**src/rtl/chunked_mult_pkg.sv**
```systemverilog
// Shared types and sizing helpers for the chunked sequential multiplier.
package chunked_mult_pkg;

  typedef enum logic [1:0] {
    IDLE = 2'd0,
    RUN  = 2'd1,
    DONE = 2'd2
  } state_t;

  // Number of CHUNK-bit slices per operand.
  function automatic int calc_k(input int width, input int chunk);
    return width / chunk;
  endfunction

  // Slice index width; a single-slice operand still needs a 1-bit counter.
  function automatic int calc_idx_w(input int k);
    return (k > 1) ? $clog2(k) : 1;
  endfunction

endpackage

```
**src/rtl/chunk_aligner.sv**
```systemverilog
// Places a 2*CHUNK partial product at bit position CHUNK*(i+j) of the 2*WIDTH sum.
module chunk_aligner #(
  parameter int WIDTH = 8,
  parameter int CHUNK = 4,
  parameter int SH_W  = 2
) (
  input  logic [2*CHUNK-1:0] pp_i,
  input  logic [SH_W-1:0]    shift_idx_i,
  output logic [2*WIDTH-1:0] aligned_o
);

  logic [2*WIDTH-1:0] pp_ext;

  assign pp_ext    = (2*WIDTH)'(pp_i);
  assign aligned_o = pp_ext << (CHUNK * shift_idx_i);

endmodule

```
**src/rtl/chunked_seq_multiplier.sv**
```systemverilog
// Sequential unsigned multiplier: one CHUNKxCHUNK partial product per RUN cycle.
// Optional macro ZERO_SKIP_EN: a zero operand bypasses RUN and finishes with product 0.
module chunked_seq_multiplier
  import chunked_mult_pkg::*;
#(
  parameter int WIDTH = 8,
  parameter int CHUNK = 4
) (
  input  logic               clk,
  input  logic               rst_n,
  input  logic               start,
  input  logic [WIDTH-1:0]   a,
  input  logic [WIDTH-1:0]   b,
  output logic               busy,
  output logic               done,
  output logic [2*WIDTH-1:0] product,
  output state_t             dbg_state_o
);

  localparam int K     = calc_k(WIDTH, CHUNK);
  localparam int IDX_W = calc_idx_w(K);
  localparam int SH_W  = IDX_W + 1;
  localparam logic [IDX_W-1:0] K_LAST = IDX_W'(K - 1);

  // Handshake: start is sampled only in IDLE; busy covers RUN and DONE;
  // done is a one-cycle pulse in DONE while product already holds the result.
  state_t               state_q, state_d;
  logic [WIDTH-1:0]     a_q, a_d, b_q, b_d;
  logic [2*WIDTH-1:0]   acc_q, acc_d;
  logic [2*WIDTH-1:0]   product_q, product_d;
  logic [IDX_W-1:0]     i_q, i_d, j_q, j_d;

  logic [CHUNK-1:0]     a_sl, b_sl;
  logic [2*CHUNK-1:0]   pp;
  logic [SH_W-1:0]      shift_idx;
  logic [2*WIDTH-1:0]   aligned;
  logic [2*WIDTH-1:0]   sum;
  logic                 last_step;

  assign a_sl      = CHUNK'(a_q >> (CHUNK * i_q));
  assign b_sl      = CHUNK'(b_q >> (CHUNK * j_q));
  assign pp        = (2*CHUNK)'(a_sl) * (2*CHUNK)'(b_sl);
  assign shift_idx = {1'b0, i_q} + {1'b0, j_q};
  assign sum       = acc_q + aligned;
  assign last_step = (i_q == K_LAST) && (j_q == K_LAST);

  chunk_aligner #(
    .WIDTH (WIDTH),
    .CHUNK (CHUNK),
    .SH_W  (SH_W)
  ) u_aligner (
    .pp_i        (pp),
    .shift_idx_i (shift_idx),
    .aligned_o   (aligned)
  );

  always_ff @(posedge clk or negedge rst_n) begin
    if (!rst_n) begin
      state_q   <= IDLE;
      a_q       <= '0;
      b_q       <= '0;
      acc_q     <= '0;
      product_q <= '0;
      i_q       <= '0;
      j_q       <= '0;
    end else begin
      state_q   <= state_d;
      a_q       <= a_d;
      b_q       <= b_d;
      acc_q     <= acc_d;
      product_q <= product_d;
      i_q       <= i_d;
      j_q       <= j_d;
    end
  end

  always_comb begin
    state_d   = state_q;
    a_d       = a_q;
    b_d       = b_q;
    acc_d     = acc_q;
    product_d = product_q;
    i_d       = i_q;
    j_d       = j_q;
    unique case (state_q)
      IDLE: begin
        if (start) begin
          a_d   = a;
          b_d   = b;
          acc_d = '0;
          i_d   = '0;
          j_d   = '0;
`ifdef ZERO_SKIP_EN
          if ((a == '0) || (b == '0)) begin
            product_d = '0;
            state_d   = DONE;
          end else begin
            state_d = RUN;
          end
`else
          state_d = RUN;
`endif
        end
      end
      RUN: begin
        acc_d = sum;
        if (j_q == K_LAST) begin
          j_d = '0;
          i_d = i_q + 1'b1;
        end else begin
          j_d = j_q + 1'b1;
        end
        if (last_step) begin
          product_d = sum;
          i_d       = '0;
          j_d       = '0;
          state_d   = DONE;
        end
      end
      DONE:    state_d = IDLE;
      default: state_d = IDLE;
    endcase
  end

  assign busy        = (state_q != IDLE);
  assign done        = (state_q == DONE);
  assign product     = product_q;
  assign dbg_state_o = state_q;

endmodule

```
**config.mk**
```make
export PLATFORM = sky130hd
export DESIGN_NAME = chunked_seq_multiplier
export DESIGN_NICKNAME = d
export VERILOG_FILES = /design/src/rtl/chunked_mult_pkg.sv /design/src/rtl/chunk_aligner.sv /design/src/rtl/chunked_seq_multiplier.sv
export SDC_FILE = /design/constraint.sdc
export NUM_CORES = 1
export LEC_CHECK = 0
export CAP_MARGIN = 10
export CORE_ASPECT_RATIO = 1.25
export CORE_UTILIZATION = 40
export DETAILED_ROUTE_END_ITERATION = 8
export PLACE_DENSITY = 0.57
export SETUP_SLACK_MARGIN = 0.02
export SYNTH_ARGS = -nofsm -noshare
export SYNTH_HDL_FRONTEND = slang
export SYNTH_SLANG_ARGS = --single-unit
```
**constraint.sdc**
```tcl
create_clock -name clk -period 6.5 [get_ports clk]
set_input_delay 1.3 -clock clk [delete_from_list [all_inputs] [get_ports clk]]
set_output_delay 1.3 -clock clk [all_outputs]
set_load 0.05 [all_outputs]
```
==> impl_results.md, run 1 <==
- Vias in the first global route: 2553
- Status: finished clean
- Hold Path Class: reg2reg
- Post-CTS resize count: 0
- Gate Count Post-Synth: 334
- Worst EP arrival: 5.66 ns
- Post-Route WL: 7275 µm
- Vias per cell: 5.331
- Final cycle utilization of the critical path: 83.14%
- Iteration-0 DRC Markers: 112
- Rows: 36
- EDFF count, synth: 0
- F_max: 0.1850 GHz
- Largest family of logic cells by synthesized area: compound AO/OA/AOI/OAI gates
- CP top delay family: adder cells
- Relative slew slack: 40.54%
- Fin cells: 468
- # nets final: 424
- Sequential share of the synthesized area: 38.98%
- Post-synthesis adder-cell area fraction: 13.49%
- Routed len/inst: 15.54 µm
- Cts-stage hold buffer count: 0
- Drt pass-1 iters: 4
- HP Start: product[9]
- GP Congestion: 0.8387
- Synth Area in Compound Gates: 15.97%
- Synth Area in XOR/XNOR: 4.198%
- Final ANT Viol Nets: 0
- Synth Area in Simple Gates: 13.98%
- Remaining global-route overflow: 0
- Synth Cell Area: 3338 µm²
- Post-CTS Setup Bufs: 0
- Synth Flop Type: dfrtp_1
- Starting Density: 42.11%
- Slowest CP cell: dfrtp_1
- Number of buffers created by CTS: 5
- Dpl cells: 460
- Max-Cap Viols: 0
- GR Util All Layers: 17.57%
- # setup viols final: 0
- Die ar.: 8717 µm²
- Global-route wire length before repair: 12310 µm
- CP bufs+invs: 1
- Post-Syn Nets: 386
- R2R Path Start: j_q
- IO Count: 39
- Min Tclk post-route: 5.404 ns
- CTS tree: built
- Fin. Hold Viols: 0
- Ys async rst share: 100.0%
- DR vias: 2495
- CTS clk-pin slew, worst paths: 0.10 ns
- Setup Skew: 0.005926 ns
- Clock Root Buffer: clkbuf_8
- Unrepaired setup endpoints after global routing: no
- Synth top area share: 38.98%
- # diodes: 0
- Warnings, synthesis: 0
- Top-count cell post-synth: dfrtp_1
- Initial antenna violation count: 0
- Top cells by count, synth: dfrtp_1, nand2_1, ha_1, nor2_1, mux2_2
- Die Ht: 104.1 µm
- Htree depth: 2
- Critical path origin: j_q
- Post-DP HPWL: 5460 µm
- Critical path's largest stage delay: 0.54 ns
- Worst-path cell chain: mux2i_1 > or2_2 > fa_1 > inv_1 > fa_1 > ha_1 > and3_4 > a2111oi_4 > xnor2_1 > or2b_1 > a21oi_1 > ha_1 > a2111o_1 > o2111ai_1 > a21boi_1 > or4_1 > nand3_1
- Core Region: 7928 µm²
- Crit end category: flop
- Clock latency at the later pin of the worst-skew pair: 0.31 ns
- Synth area leaders: dfrtp_1, ha_1, mux2_2, nand2_1, nor2_1
- Flip-flop and latch area: 1301 µm²
- Synth area leader: dfrtp_1
- Final max-slew violation count: 0
- Area of the multi-input gates: 1931 µm²
- # port buffers: 38
- Largest net degree at the start of global routing: 53
- Worst-path maximum fanout: 8
- Area growth, synth to finish: 17.88%
- Setup crit start kind: flop
- Mux cell area share after synthesis: 10.08%
- Sinks on Clock Net: 52
- Clock Tree Buf Depth: 2
- Filler cell count: 749
- Setup CP Type: reg2reg
- Post-synthesis cell type count: 46
- Final TNS setup: 0 ns
- Share of cells above drive strength 1: 11.80%
- Worst endpoint required time: 6.75 ns
- #FFs+latches synth: 52
- Avg Cell Area, Syn: 9.995 µm²
- Post-route DRC: 0
- Chip Width: 83.71 µm
- Worst Tran Pin Value: 0.8913 ns
## per-stage QoR
step           worst slack, ns  hold WS (ns)  util, %  instance area, µm²
6_report                 1.096        0.4786    49.64                3935
5_1_grt                 0.8215        0.4973    49.64                3935
4_1_cts                  1.074        0.4871    49.64                3935
3_5_place_dp             1.117        0.4622    48.23                3824
3_3_place_gp             1.212        0.4570    48.23                3824
2_1_floorplan            1.311        0.4551        -                3338
## cell families after synthesis
family | count (synthesis)
compound gates | 75
xor+xnor | 16
fa+ha+maj | 33
buf+inv | 29
flops | 52
mux | 31
simple gates | 98
## worst paths after layout
check	end	slack (ns)	depth (start not counted)
max in group asynchronous	product[15]	4.95	2
hold / removal	product[9]	0.48	2
setup / recovery	product[12]	1.10	17
hold reg to reg	product[9]	0.48	2
setup reg to reg	product[12]	1.10	17
min in group asynchronous	product[5]	1.09	2
## sequential cells by signal, summed over array words and instances, names as in the netlist
register / flops
product: 16
j_q: 1
dbg_state_o: 2
i_q: 1
a_q: 8
b_q: 8
acc_q: 16
## placed cells by master, fill, tap and decap left out, types with 10 or more instances in the layout
cell / netlist / routed
a21oi_1: 13 / 13
a22o_1: 12 / 12
clkdlybuf4s50_1: 0 / 37
dfrtp_1: 52 / 52
ha_1: 28 / 28
inv_1: 18 / 18
mux2_2: 21 / 21
mux2i_1: 10 / 10
nand2_1: 30 / 30
nor2_1: 28 / 28
o21ai_0: 18 / 18
xnor2_1: 11 / 11
## worst reg2reg max path, stage by stage (launching register included)
cell       delay (ns)
dfrtp_1          0.54
mux2i_1          0.19
or2_2            0.34
fa_1             0.54
inv_1            0.05
fa_1             0.42
ha_1             0.34
and3_4           0.21
a2111oi_4        0.35
xnor2_1          0.22
or2b_1           0.26
a21oi_1          0.17
ha_1             0.31
a2111o_1         0.43
o2111ai_1        0.25
a21boi_1         0.14
or4_1            0.51
nand3_1          0.09
## layout make-up
type	instances	share of cell area (%)
Sequential cell	52	33.07
Clock inverter	3	1.081
Multi-Input combinational cell	253	49.06
Clock buffer	5	1.749
Timing Repair Buffer	42	10.30
Tap cell	95	3.021
Inverter	18	1.717
## layer usage
layer	GRT usage [%]	wire [µm]	vias up
li1	-	-	1252
met1	21.32	3159	1175
met2	31.42	3743	55
met3	2.540	242	13
met4	6.174	129	0
met5	0	0	-
Power of run 1 is not shown: default switching activity piles up to over one toggle a cycle in this logic, so the estimate is an artifact.
==> inputs of run 2 (changes only) <==
--- a/config.mk
+++ b/config.mk
@@ -9,7 +9,7 @@
 export CORE_ASPECT_RATIO = 1.25
 export CORE_UTILIZATION = 40
 export DETAILED_ROUTE_END_ITERATION = 8
-export PLACE_DENSITY = 0.57
+export PLACE_DENSITY = 0.6
 export SETUP_SLACK_MARGIN = 0.02
 export SYNTH_ARGS = -nofsm -noshare
 export SYNTH_HDL_FRONTEND = slang
==> constraint.sdc (replaced) <==
create_clock -name clk -period 4.4 [get_ports clk]
set_input_delay 0.88 -clock clk [delete_from_list [all_inputs] [get_ports clk]]
set_output_delay 0.88 -clock clk [all_outputs]
set_load 0.05 [all_outputs]
==> impl_results.md, run 2 (synthesized netlist as in run 1, its figures left out) <==
- Status: complete, but fails checks
- Failing checks: negative setup slack
- Starting Density: 42.11% (unchanged)
- FF-to-FF setup slack: -0.62 ns (-1.72 ns)
- Hold Path Class: reg2reg
- Final WS setup: -0.6193 ns (-1.715 ns)
- DR vias: 2762 (+11%)
- Largest net degree at the start of global routing: 53 (unchanged)
- Post-Route WL: 7904 µm (+8.6%)
- Die Ht: 104.1 µm (unchanged)
- Iteration-0 DRC Markers: 110 (-1.8%)
- Routed len/inst: 15.06 µm (-3.1%)
- Vias per cell: 5.261 (-1.3%)
- Setup CP Type: reg2reg
- # port buffers: 38 (unchanged)
- Relative slew slack: 56.18% (+16 points)
- Share of cells above drive strength 1: 31.63% (+20 points)
- Crit end category: flop
- Rows: 36 (unchanged)
- Core Region: 7928 µm² (unchanged)
- Fin. Hold Viols: 0 (unchanged)
- # diodes: 0 (unchanged)
- Flip-flop and latch area: 1304 µm² (+0.19%)
- IO Count: 39 (unchanged)
- Sinks on Clock Net: 52 (unchanged)
- CTS clk-pin slew, worst paths: 0.10 ns (about the same)
- Area of the multi-input gates: 2125 µm² (+10%)
- Worst-path maximum fanout: 5 (-3)
- Clock Root Buffer: clkbuf_8
- Filler cell count: 707 (-5.6%)
- CTS tree: built
- Vias in the first global route: 2853 (+12%)
- Min Tclk post-route: 5.019 ns (-0.3849 ns)
- Area growth, synth to finish: 38.34%
- Unrepaired setup endpoints after global routing: yes
- Initial antenna violation count: 0 (unchanged)
- Max-Cap Viols: 0 (unchanged)
- Commonest non-fill, non-tap cell in the layout: buf_4
- Final max-slew violation count: 0 (unchanged)
- GP Congestion: 0.8733 (+4.1%)
- Setup crit start kind: flop
- Remaining global-route overflow: 0 (unchanged)
- Die ar.: 8717 µm² (unchanged)
- Worst EP arrival: 5.27 ns (-0.39 ns)
- Drt pass-1 iters: 4 (unchanged)
- Clock Tree Buf Depth: 2 (unchanged)
- GR Util All Layers: 18.62% (+1.0 points)
- Number of buffers created by CTS: 5 (unchanged)
- Cts-stage hold buffer count: 0 (unchanged)
- Worst Tran Pin Value: 0.6573 ns (-0.2340 ns)
- Post-route DRC: 0 (unchanged)
- Worst endpoint required time: 4.65 ns (-2.10 ns)
- # setup viols final: 18 (+18)
- Final TNS setup: -7.550 ns (-7.550 ns)
- Post-DP HPWL: 5933 µm (+8.7%)
- Final ANT Viol Nets: 0 (unchanged)
- Most frequent cells in the layout: buf_4, dfrtp_1, clkdlybuf4s50_1
- # nets final: 481 (+13%)
- Global-route wire length before repair: 13030 µm (+5.8%)
- Chip Width: 83.71 µm (unchanged)
- Htree depth: 2 (unchanged)
- F_max: 0.1992 GHz (+7.7%)
- Clock latency at the later pin of the worst-skew pair: 0.31 ns (about the same)
- Final cycle utilization of the critical path: 114.1% (+31 points)
- Setup Skew: 0.009437 ns (+0.003511 ns)
==> run 2: critical path: stages, from the launching register on <==
cell and delay, ns:
dfrtp_2 0.48, mux2i_2 0.18, or2_4 0.24, fa_1 0.55, inv_2 0.04, fa_1 0.47, ha_1 0.30, a21o_1 0.20
a2111oi_4 0.36, xnor2_1 0.17, or2b_1 0.26, a21oi_2 0.14, ha_1 0.28, a2111o_1 0.41, o2111ai_2 0.23, a21boi_2 0.10
or4_1 0.50, nand3_2 0.07
==> run 2: timing repair <==
item                       in CTS  in global routing
pin swaps                      18                 14
setup buffers                   7                  5
setup endpoints to repair      22                 21
resized for setup              20                 23
==> run 2: routing by layer <==
metal	routed length, µm	global-route usage (%)	vias to the layer above
met5	0	0	-
met2	4438	36.06	39
met1	3196	20.89	1342
met4	116	4.843	0
met3	153	2.698	12
li1	-	-	1369
==> run 2: worst paths after layout <==
check / from / to / cells past startpoint
setup / recovery: i_q / product[12] / 17
hold / removal: product[9] / product[9] / 2
min in group asynchronous: rst_n / product[6] / 2
hold reg to reg: product[9] / product[9] / 2
max in group asynchronous: rst_n / j_q / 2
setup reg to reg: i_q / product[12] / 17
==> run 2: per-stage QoR <==
stage	std cells	worst slack, ns	utilization (%)	area, µm²	hold WS (ns)
floorplan	334	-0.5942	-	3408	0.4538
global placement	505	-0.6181	53.08	4208	0.4577
detailed placement	505	-0.7442	53.08	4208	0.4632
CTS	520	-0.5987	56.52	4481	0.4864
global route	525	-0.7901	58.25	4618	0.5083
finish	525	-0.6193	58.25	4618	0.4783
==> run 2: cell type report <==
type,count,area share [%]
Clock inverter,3,1.951
Multi-Input combinational cell,253,46.00
Tap cell,95,2.574
Sequential cell,52,28.23
Inverter,18,1.463
Timing Repair Buffer,99,18.29
Clock buffer,5,1.490
Power of run 2 is left out for the same reason.
